**config.mk**
```make
export PLATFORM = sky130hd
export DESIGN_NAME = func_root
export DESIGN_NICKNAME = d
export VERILOG_FILES = /design/src/rtl/func_root.sv
export SDC_FILE = /design/constraint.sdc
export NUM_CORES = 1
export LEC_CHECK = 0
export ABC_AREA = 1
export CORE_ASPECT_RATIO = 0.6
export CORE_MARGIN = 2
export CORE_UTILIZATION = 62
export DETAILED_ROUTE_END_ITERATION = 10
export PLACE_DENSITY = 0.82
export RECOVER_POWER = 25
export SLEW_MARGIN = 15
export SYNTH_ARGS = -nofsm -noshare
export SYNTH_HDL_FRONTEND = slang
export SYNTH_SLANG_ARGS = --single-unit
```
**constraint.sdc**
```tcl
create_clock -name clk_i -period 6.32 [get_ports clk_i]
set_clock_uncertainty 0.05 [all_clocks]
set_input_delay 1.58 -clock clk_i [delete_from_list [all_inputs] [get_ports clk_i]]
set_output_delay 1.58 -clock clk_i [all_outputs]
set_load 0.02 [all_outputs]
```
**src/rtl/func_root.sv**
```systemverilog
// Iterative integer root unit: floor(sqrt(x)) or floor(cbrt(x)), one root digit per cycle.
// Define FUNC_ROOT_REM_EN to add the rem_bo remainder output.
module func_root #(
    parameter int DATA_W = 8
) (
    input  logic                    clk_i,
    input  logic                    rst_i,
    input  logic [DATA_W-1:0]       a_bi,
    input  logic                    mode_i,
    input  logic                    start_i,
    output logic                    busy_o,
    output logic                    done_o,
`ifdef FUNC_ROOT_REM_EN
    output logic [DATA_W-1:0]       rem_bo,
`endif
    output logic [(DATA_W+1)/2-1:0] y_bo
);

    localparam int OUT_W    = (DATA_W + 1) / 2;
    localparam int SQ_STEPS = (DATA_W + 1) / 2;
    localparam int CB_STEPS = (DATA_W + 2) / 3;
    localparam int SQ_XW    = 2 * SQ_STEPS;
    localparam int CB_XW    = 3 * CB_STEPS;
    // Operand shifter must hold either zero-extended layout; working width leaves headroom for shifts.
    localparam int XW       = (SQ_XW > CB_XW) ? SQ_XW : CB_XW;
    localparam int W        = XW + 4;
    localparam int CNT_W    = $clog2(SQ_STEPS + 1);

    localparam logic [W-1:0]     ONE_W   = W'(1'b1);
    localparam logic [CNT_W-1:0] CNT_ONE = CNT_W'(1'b1);

    typedef enum logic [1:0] {
        S_IDLE = 2'd0,
        S_CALC = 2'd1,
        S_DONE = 2'd2
    } state_t;

    state_t             state_q, state_d;
    logic               mode_q, mode_d;
    logic [CNT_W-1:0]   cnt_q, cnt_d;
    logic [XW-1:0]      x_q, x_d;
    logic [W-1:0]       r_q, r_d;
    logic [OUT_W-1:0]   root_q, root_d;
    logic [OUT_W-1:0]   y_q, y_d;
    logic               busy_q, busy_d;
    logic               done_q, done_d;
`ifdef FUNC_ROOT_REM_EN
    logic [DATA_W-1:0]  rem_q, rem_d;
`endif

    logic [1:0]         sq_pair_s;
    logic [2:0]         cb_trip_s;
    logic [W-1:0]       root_ext_s;
    logic [W-1:0]       sq_r_s, sq_t_s;
    logic               sq_ge_s;
    logic [W-1:0]       cb_r_s, cb_y2_s, cb_prod_s, cb_t_s;
    logic               cb_ge_s;

    // One restoring digit step for each mode, evaluated from the current working registers.
    always_comb begin
        sq_pair_s  = x_q[XW-1 -: 2];
        cb_trip_s  = x_q[XW-1 -: 3];
        root_ext_s = W'(root_q);

        sq_r_s     = (r_q << 2) | W'(sq_pair_s);
        sq_t_s     = (root_ext_s << 2) | ONE_W;
        sq_ge_s    = (sq_r_s >= sq_t_s);

        cb_r_s     = (r_q << 3) | W'(cb_trip_s);
        cb_y2_s    = root_ext_s << 1;
        cb_prod_s  = cb_y2_s * (cb_y2_s + ONE_W);
        cb_t_s     = (cb_prod_s << 1) + cb_prod_s + ONE_W;
        cb_ge_s    = (cb_r_s >= cb_t_s);
    end

    // Controller next-state and register updates.
    always_comb begin
        state_d = state_q;
        mode_d  = mode_q;
        cnt_d   = cnt_q;
        x_d     = x_q;
        r_d     = r_q;
        root_d  = root_q;
        y_d     = y_q;
        busy_d  = busy_q;
        done_d  = 1'b0;
`ifdef FUNC_ROOT_REM_EN
        rem_d   = rem_q;
`endif
        case (state_q)
            S_IDLE: begin
                if (start_i) begin
                    mode_d  = mode_i;
                    cnt_d   = mode_i ? CNT_W'(CB_STEPS) : CNT_W'(SQ_STEPS);
                    x_d     = mode_i ? (XW'(a_bi) << (XW - CB_XW))
                                     : (XW'(a_bi) << (XW - SQ_XW));
                    r_d     = {W{1'b0}};
                    root_d  = {OUT_W{1'b0}};
                    busy_d  = 1'b1;
                    state_d = S_CALC;
                end else begin
                    busy_d  = 1'b0;
                end
            end
            S_CALC: begin
                if (mode_q) begin
                    x_d    = x_q << 3;
                    r_d    = cb_ge_s ? (cb_r_s - cb_t_s) : cb_r_s;
                    root_d = OUT_W'({root_q, cb_ge_s});
                end else begin
                    x_d    = x_q << 2;
                    r_d    = sq_ge_s ? (sq_r_s - sq_t_s) : sq_r_s;
                    root_d = OUT_W'({root_q, sq_ge_s});
                end
                cnt_d = cnt_q - CNT_ONE;
                if (cnt_q == CNT_ONE) begin
                    state_d = S_DONE;
                end else begin
                    state_d = S_CALC;
                end
            end
            S_DONE: begin
                // Result and pulse become visible together, in the first IDLE cycle.
                y_d     = root_q;
                done_d  = 1'b1;
                busy_d  = 1'b0;
`ifdef FUNC_ROOT_REM_EN
                rem_d   = r_q[DATA_W-1:0];
`endif
                state_d = S_IDLE;
            end
            default: begin
                busy_d  = 1'b0;
                state_d = S_IDLE;
            end
        endcase
    end

    // State and datapath registers with synchronous active-low reset.
    always_ff @(posedge clk_i) begin
        if (!rst_i) begin
            state_q <= S_IDLE;
            mode_q  <= 1'b0;
            cnt_q   <= {CNT_W{1'b0}};
            x_q     <= {XW{1'b0}};
            r_q     <= {W{1'b0}};
            root_q  <= {OUT_W{1'b0}};
            y_q     <= {OUT_W{1'b0}};
            busy_q  <= 1'b0;
            done_q  <= 1'b0;
`ifdef FUNC_ROOT_REM_EN
            rem_q   <= {DATA_W{1'b0}};
`endif
        end else begin
            state_q <= state_d;
            mode_q  <= mode_d;
            cnt_q   <= cnt_d;
            x_q     <= x_d;
            r_q     <= r_d;
            root_q  <= root_d;
            y_q     <= y_d;
            busy_q  <= busy_d;
            done_q  <= done_d;
`ifdef FUNC_ROOT_REM_EN
            rem_q   <= rem_d;
`endif
        end
    end

    assign busy_o = busy_q;
    assign done_o = done_q;
    assign y_bo   = y_q;
`ifdef FUNC_ROOT_REM_EN
    assign rem_bo = rem_q;
`endif

endmodule

```
======== Word-level counts from Yosys, hierarchy flattened ========
Index checks and enable logic that the tools add are counted.
storage, ports and cells
  register bits ........................... 36
  input bits .............................. 12
  output and inout port bits .............. 6
  word-level logic and storage cells ...... 49
cells by class
  add/sub/neg operators ................... 6
  multipliers ............................. 1
  magnitude comparators ................... 2
  equal/unequal tests ..................... 4
  multiplexer cells ....................... 21
  bitwise gates (word level) .............. 2
  reductions and logical operators ........ 4
operators with widths
  cell                                                                    number
  11-bit 2-to-1 mux                                                       4
  9-bit 2-to-1 mux                                                        3
  11-bit case mux with 2 select lines                                     1
  9-bit case mux with 2 select lines                                      1
  12-bit by 11-bit adder with 13-bit output                               1
  13-bit by 1-bit adder with 13-bit output (second input constant)        1
  13-bit >= comparator                                                    1
  13-bit by 6-bit >= comparator with 1-bit output                         1
  13-bit by 2-bit bitwise OR with 13-bit output                           1
  13-bit by 3-bit bitwise OR with 13-bit output                           1
  11-bit subtractor                                                       1
  11-bit by 6-bit subtractor with 11-bit output                           1
  4-bit by 6-bit multiplier with 10-bit output                            1
  4-bit case mux with 2 select lines                                      1
  5-bit by 1-bit adder with 6-bit output (second input constant)          1
  3-bit 2-to-1 mux                                                        2
  3-bit case mux with 2 select lines                                      1
  2-bit 2-to-1 mux                                                        2
  4-bit 2-to-1 mux                                                        1
  2-bit case mux with 2 select lines                                      1
  2-bit AND reduction                                                     2
  3-bit by 1-bit equality test with 1-bit output (second input constant)  1
  1-bit 2-to-1 mux                                                        3
  3-bit by 1-bit subtractor with 3-bit output (second input constant)     1
  6 further kinds                                                         6

======== Logic depth before layout (Yosys ltp) ========
  word-level depth ........................ 8
  depth in mapped cells ................... 32
  depth with buffers taken out ............ 32

======== Worst setup path before layout ========
OpenSTA, ideal clock, no wires.
  kind .................................... flip-flop to flip-flop
  from .................................... register root_q[0]
  to ...................................... register r_q[10]
  library setup time ...................... 0.128 ns
  arrival ................................. 4.816 ns
  data required time ...................... 6.142 ns
  path slack .............................. 1.327 ns
  cell stages (with the launch flop) ...... 33
  buffers on the path ..................... 1
  period minus slack after synthesis ...... 4.993 ns
  path through ............................ dfxtp_1 nand2_1 inv_1 fa_1 inv_1 fa_1 inv_1 ha_1 nand2_1 nor2_1 a211oi_1 o21ai_0 a21o_1 xnor2_1 inv_1 ha_1 nand2_1 nor3_1 a21oi_1 xor2_1 ha_1 inv_1 nor2_1 nand2_1 a21oi_1 nor2_4 nand2_2 buf_6 nand3_1 nand2_1 nor2_1 nor2_1 nor2_1
on the way
  cells in the longest elaborated chain, start to end .. 8
  elaborated cells between the ends (all ways) .. 12
  classes of those cells .................. 5 x add/sub; 1 x mul; 2 x order compare; 4 x mux
ends and longest elaborated chain
  item                                                       line     text
  start, declared                                            43       logic [OUT_W-1:0] root_q, root_d;
  start signal, assigned                                     147      root_q <= {OUT_W{1'b0}};
  start signal, assigned                                     160      root_q <= root_d;
  5-bit by 1-bit adder with 6-bit output                     71       cb_prod_s = cb_y2_s * (cb_y2_s + ONE_W);
  4-bit by 6-bit multiplier with 10-bit output               71
  12-bit by 11-bit adder with 13-bit output                  72       cb_t_s = (cb_prod_s << 1) + cb_prod_s + ONE_W;
  13-bit by 1-bit adder with 13-bit output                   72
  11-bit subtractor or 13-bit >= comparator (tied branches)  108, 73
  11-bit 2-to-1 mux                                          108      r_d = cb_ge_s ? (cb_r_s - cb_t_s) : cb_r_s;
  11-bit 2-to-1 mux *                                        106      if (mode_q) begin
  11-bit case mux with 2 select lines *                      90       case (state_q)
  end signal, assigned                                       146      r_q <= {W{1'b0}};
  end signal, assigned                                       159      r_q <= r_d;
  end, declared                                              42       logic [W-1:0] r_q, r_d;
Mark *: on every way between the ends. The rest lies on a longest branch, timed or not.
A chain may end at the register's enable or synchronous reset.

======== Final worst setup path ========
Same ends and word-level chain as after synthesis.

==> results <==
- The average wire length per cell after detail routing is 14.15 um.
- The switching power of the nets is 913.8 uW.
- Before CTS, the worst setup slack after placement is 0.8021 ns.
- The combinational share of power is 69.5%.
- The run finished with clean final reports.
- The count of yosys warnings during synthesis is 0.
- Detailed routing inserted a total of 3,788 vias.
- The most common cell after layout, fill and taps aside is sky130_fd_sc_hd__nand2_1.
- Yosys mapped the design onto 38 distinct sky130hd cell types.
- The critical path data arrival time is 5.69 ns.
- The number of flops mapped to enable cells by yosys is 0.
- The post-synth design cell area is 0.003679 mm2.
- The synthesized design devotes to its leading area cell type 19.59% of total area.
- The final standard cell utilization of the core is 70.39%.
- By area the synthesized netlist is led by sky130_fd_sc_hd__dfxtp_1 20%, sky130_fd_sc_hd__nand2_1 15%, sky130_fd_sc_hd__ha_1 13%, sky130_fd_sc_hd__inv_1 7.9%, sky130_fd_sc_hd__nand3_1 7.6%.
- The number of maximum-capacitance violations is 0.
- Setup repair after global routing left no endpoint under its margin.
- Entering global routing, the biggest net connects 28 pins.
- Counting along the longest clock path gives a buffer depth of 2.
- The congestion estimate from routability-driven global placement came to 0.9612.
- For the pin with the worst max-slew slack, the measured transition is 0.9606 ns.
- The share of total power dissipated in sequential elements is 18.3%.
- On the worst path, the slowest cell contributes a delay of 0.49 ns.
- The clock network is responsible for 12.2% of the overall power.
- The post-detailed-route count of antenna-violating nets is 0.
- The remaining max-slew budget at the tightest pin is 35.87%.
- The vertical die dimension is 63.67 um.
- The setup TNS is 0 ns.
- The I/O pin count is 18.
- The number of instances in the placed design is 660.
- The via count normalized by instance count is 5.671.
- Of all cell types, the one taking the most synthesized area is sky130_fd_sc_hd__dfxtp_1.
- The area growth from synthesis to final layout is 8.095%.
- Internal power comes to 781.7 uW.
- Counting the buffers created by CTS gives 5.
- The number of buffer cells added on primary ports is 17.
- The async set or reset register ratio after synthesis is 0%.
- The net count of the finished layout is 642.
- The slowest library cell on the worst path is sky130_fd_sc_hd__fa_1.
- The clock reaches the later pin of the worst-skew pair after 0.29 ns.
- The x dimension of the die is 103.4 um.
- The path class of the lowest-slack min-delay path is reg -> reg.
- After clock tree synthesis, the clock-pin slew on the worst setup and hold paths is 0.08 ns.
- When the netlist entered floorplanning its net count stood at 633.
- Once the clock tree was built, the setup fixing pass inserted 0 buffers.
- The number of H-tree levels is 2.
- Across every metal layer, demand over resource in global routing totals 30.55%.
- The count of endpoints failing hold in the final timing report is 0.
- After synthesis, the mean cell area works out to 6.364 um2.
- For this block, the initial DRC count from the detailed router was 419.
- Once routing completed, OpenROAD measured the worst setup slack at 0.7360 ns.
- The root cell of the clock tree is sky130_fd_sc_hd__clkbuf_8.
- 0 antenna diodes ended up in the layout.
- The library cells used most frequently in the layout, excluding fill and tap cells, are 149 x sky130_fd_sc_hd__nand2_1, 77 x sky130_fd_sc_hd__inv_1, 58 x sky130_fd_sc_hd__nor2_1.
- The worst supply voltage drop on vdd is 0.2215 mV.
- The worst hold margin is 0.4251 ns.
- The max-slew violation count is 0.
- The share of layout cells above drive strength 1 is 6.122%.
- The most used flip-flop cell after synthesis is sky130_fd_sc_hd__dfxtp_1.
- The floorplan step defined a die boundary enclosing 0.006586 mm2.
- The routed design has 9449 um of wire.
- For the finished layout, the period the worst path requires is 5.584 ns.
- The final clock period utilization by the worst path is 88.36%.
- The first TritonRoute pass finished after 6 iterations.
- The tree built by TritonCTS fans out to 36 sinks.
- The required time of the critical path is 6.42 ns.
- The clock tree from TritonCTS is done.
- The post-cts resize count is 0.
- The total area inside the core boundary comes to 0.005649 mm2.
- After synthesis, flip-flops and latches occupy 19.59% of the total area.
- The final global-route overflow total is 0.
- The startpoint kind of the worst setup timing path is a flop.
- The initial antenna violation count is 0.
- Row generation in the floorplan step produced 21 rows.
- The count of non-filler cells in the finished layout is 668.
- The power density over the cells is 426.4 mW/mm2.
- The final number of setup-violating endpoints is 0.
- The final routed DRC violation total is 0.
- Synthesis handed over a netlist of 578 instances.
- The HPWL after detailed placement is 7346 um.
- Derived from the worst setup path, the maximum achievable clock frequency is 179.1 MHz.
- For this design, the CTS-stage hold fixing added 0 buffers.
- STA classifies the critical path endpoint as a flop.
- The flip-flop and latch count after synthesis is 36.
- The via count of the first global-routing pass is 3,359.
- The first global-routing pass estimated 15,960 um of wire.
- The switching fraction of total power is 53.90%.
- The critical path is of the reg -> reg type.
- Along the worst path, the maximum fanout reaches 11.
- The leakage power is 0.002063 uW.
- For this configuration, the core starts out at a cell density of 65.12%.
critical path, delay by kind of cell (launching register included):
kind                       cells  cell delay [ns]
AOI/OAI and AO/OA              6             1.06
xor gates and xnor gates       2             0.35
adders and majority gates      5             1.96
buffers and inverters          5             0.36
DFF                            1             0.39
and+or+nand+nor               13             1.29
cell type report:
| class | instances | area (um2) |
|---|---|---|
| repair buffers | 18 | 177.7 |
| flip-flops and latches | 36 | 720.7 |
| clock inverters | 3 | 42.54 |
| multi-input cells | 445 | 2562 |
| fillers | 485 | 1673 |
| clock buffers | 5 | 68.82 |
| well taps | 80 | 100.1 |
| inverters | 81 | 304.0 |
routing by layer:
metal | track usage (%) | share of wire (%) | vias up
met5 | 0 | 0 | -
met1 | 48.03 | 49 | 1684
li1 | - | - | 1892
met4 | 3.125 | 0.31 | 0
met2 | 41.29 | 39 | 208
met3 | 9.656 | 12 | 4
synth_stat cells, types with 2 or more instances:
library cell,instances
sky130_fd_sc_hd__nand2_1,149
sky130_fd_sc_hd__inv_1,77
sky130_fd_sc_hd__nor2_1,58
sky130_fd_sc_hd__nand3_1,56
sky130_fd_sc_hd__ha_1,38
sky130_fd_sc_hd__a21oi_1,36
sky130_fd_sc_hd__dfxtp_1,36
sky130_fd_sc_hd__o21ai_0,27
sky130_fd_sc_hd__xnor2_1,10
sky130_fd_sc_hd__xor2_1,9
sky130_fd_sc_hd__buf_2,7
sky130_fd_sc_hd__nand2_2,7
sky130_fd_sc_hd__clkbuf_1,6
sky130_fd_sc_hd__nand3b_1,6
sky130_fd_sc_hd__nand4_1,6
sky130_fd_sc_hd__fa_1,5
sky130_fd_sc_hd__nand3_2,5
sky130_fd_sc_hd__a41oi_1,4
sky130_fd_sc_hd__nor2_4,4
sky130_fd_sc_hd__a31oi_1,3
sky130_fd_sc_hd__inv_2,3
sky130_fd_sc_hd__nand2_4,3
sky130_fd_sc_hd__nor2_2,3
sky130_fd_sc_hd__o32ai_1,3
sky130_fd_sc_hd__a211oi_1,2
sky130_fd_sc_hd__nor3_1,2
sky130_fd_sc_hd__o211ai_1,2
through the flow:
step	cell area (um2)	power [uW]
finish	3976	1695
global route	3976	1861
CTS	3976	1668
detailed placement	3865	1453
global placement	3865	1434
floorplan	3679	1265
logic make-up after synthesis:
kind of cell | after synthesis | share of synthesized area (%)
AND/OR/NAND/NOR | 300 | 36.70
buffers and inverters | 97 | 10.75
AO/OA/AOI/OAI | 82 | 12.69
adder cells (fa/ha/maj) | 43 | 15.65
flip-flops | 36 | 19.59
XOR/XNOR | 19 | 4.524
other | 1 | 0.1019
worst paths after layout:
check / startpoint / end / cells after the start / slack (ns)
worst max-delay path: root_q[0] / r_q[10] / 31 / 0.74
worst min register to register: cnt_q[1] / cnt_q[1] / 2 / 0.43
worst max register to register: root_q[0] / r_q[10] / 31 / 0.74
worst min-delay path: cnt_q[1] / cnt_q[1] / 2 / 0.43
power by group through the flow:
stage                     sequential [uW]  clock (uW)  combinational (uW)
final                                 310         206                1180
after global routing                  314         218                1330
after CTS                             308         207                1150
after detailed placement              313           0                1140
after global placement                312           0                1120
after floorplan                       294           0                 971
state kept, by name, indices dropped and copies added (netlist names):
name / flops
y_bo: 4
busy_o: 1
mode_q: 1
x_q: 9
r_q: 11
root_q: 4
done_o: 1
cnt_q: 3
state_q: 2
Power figures use the tool's default switching activity.
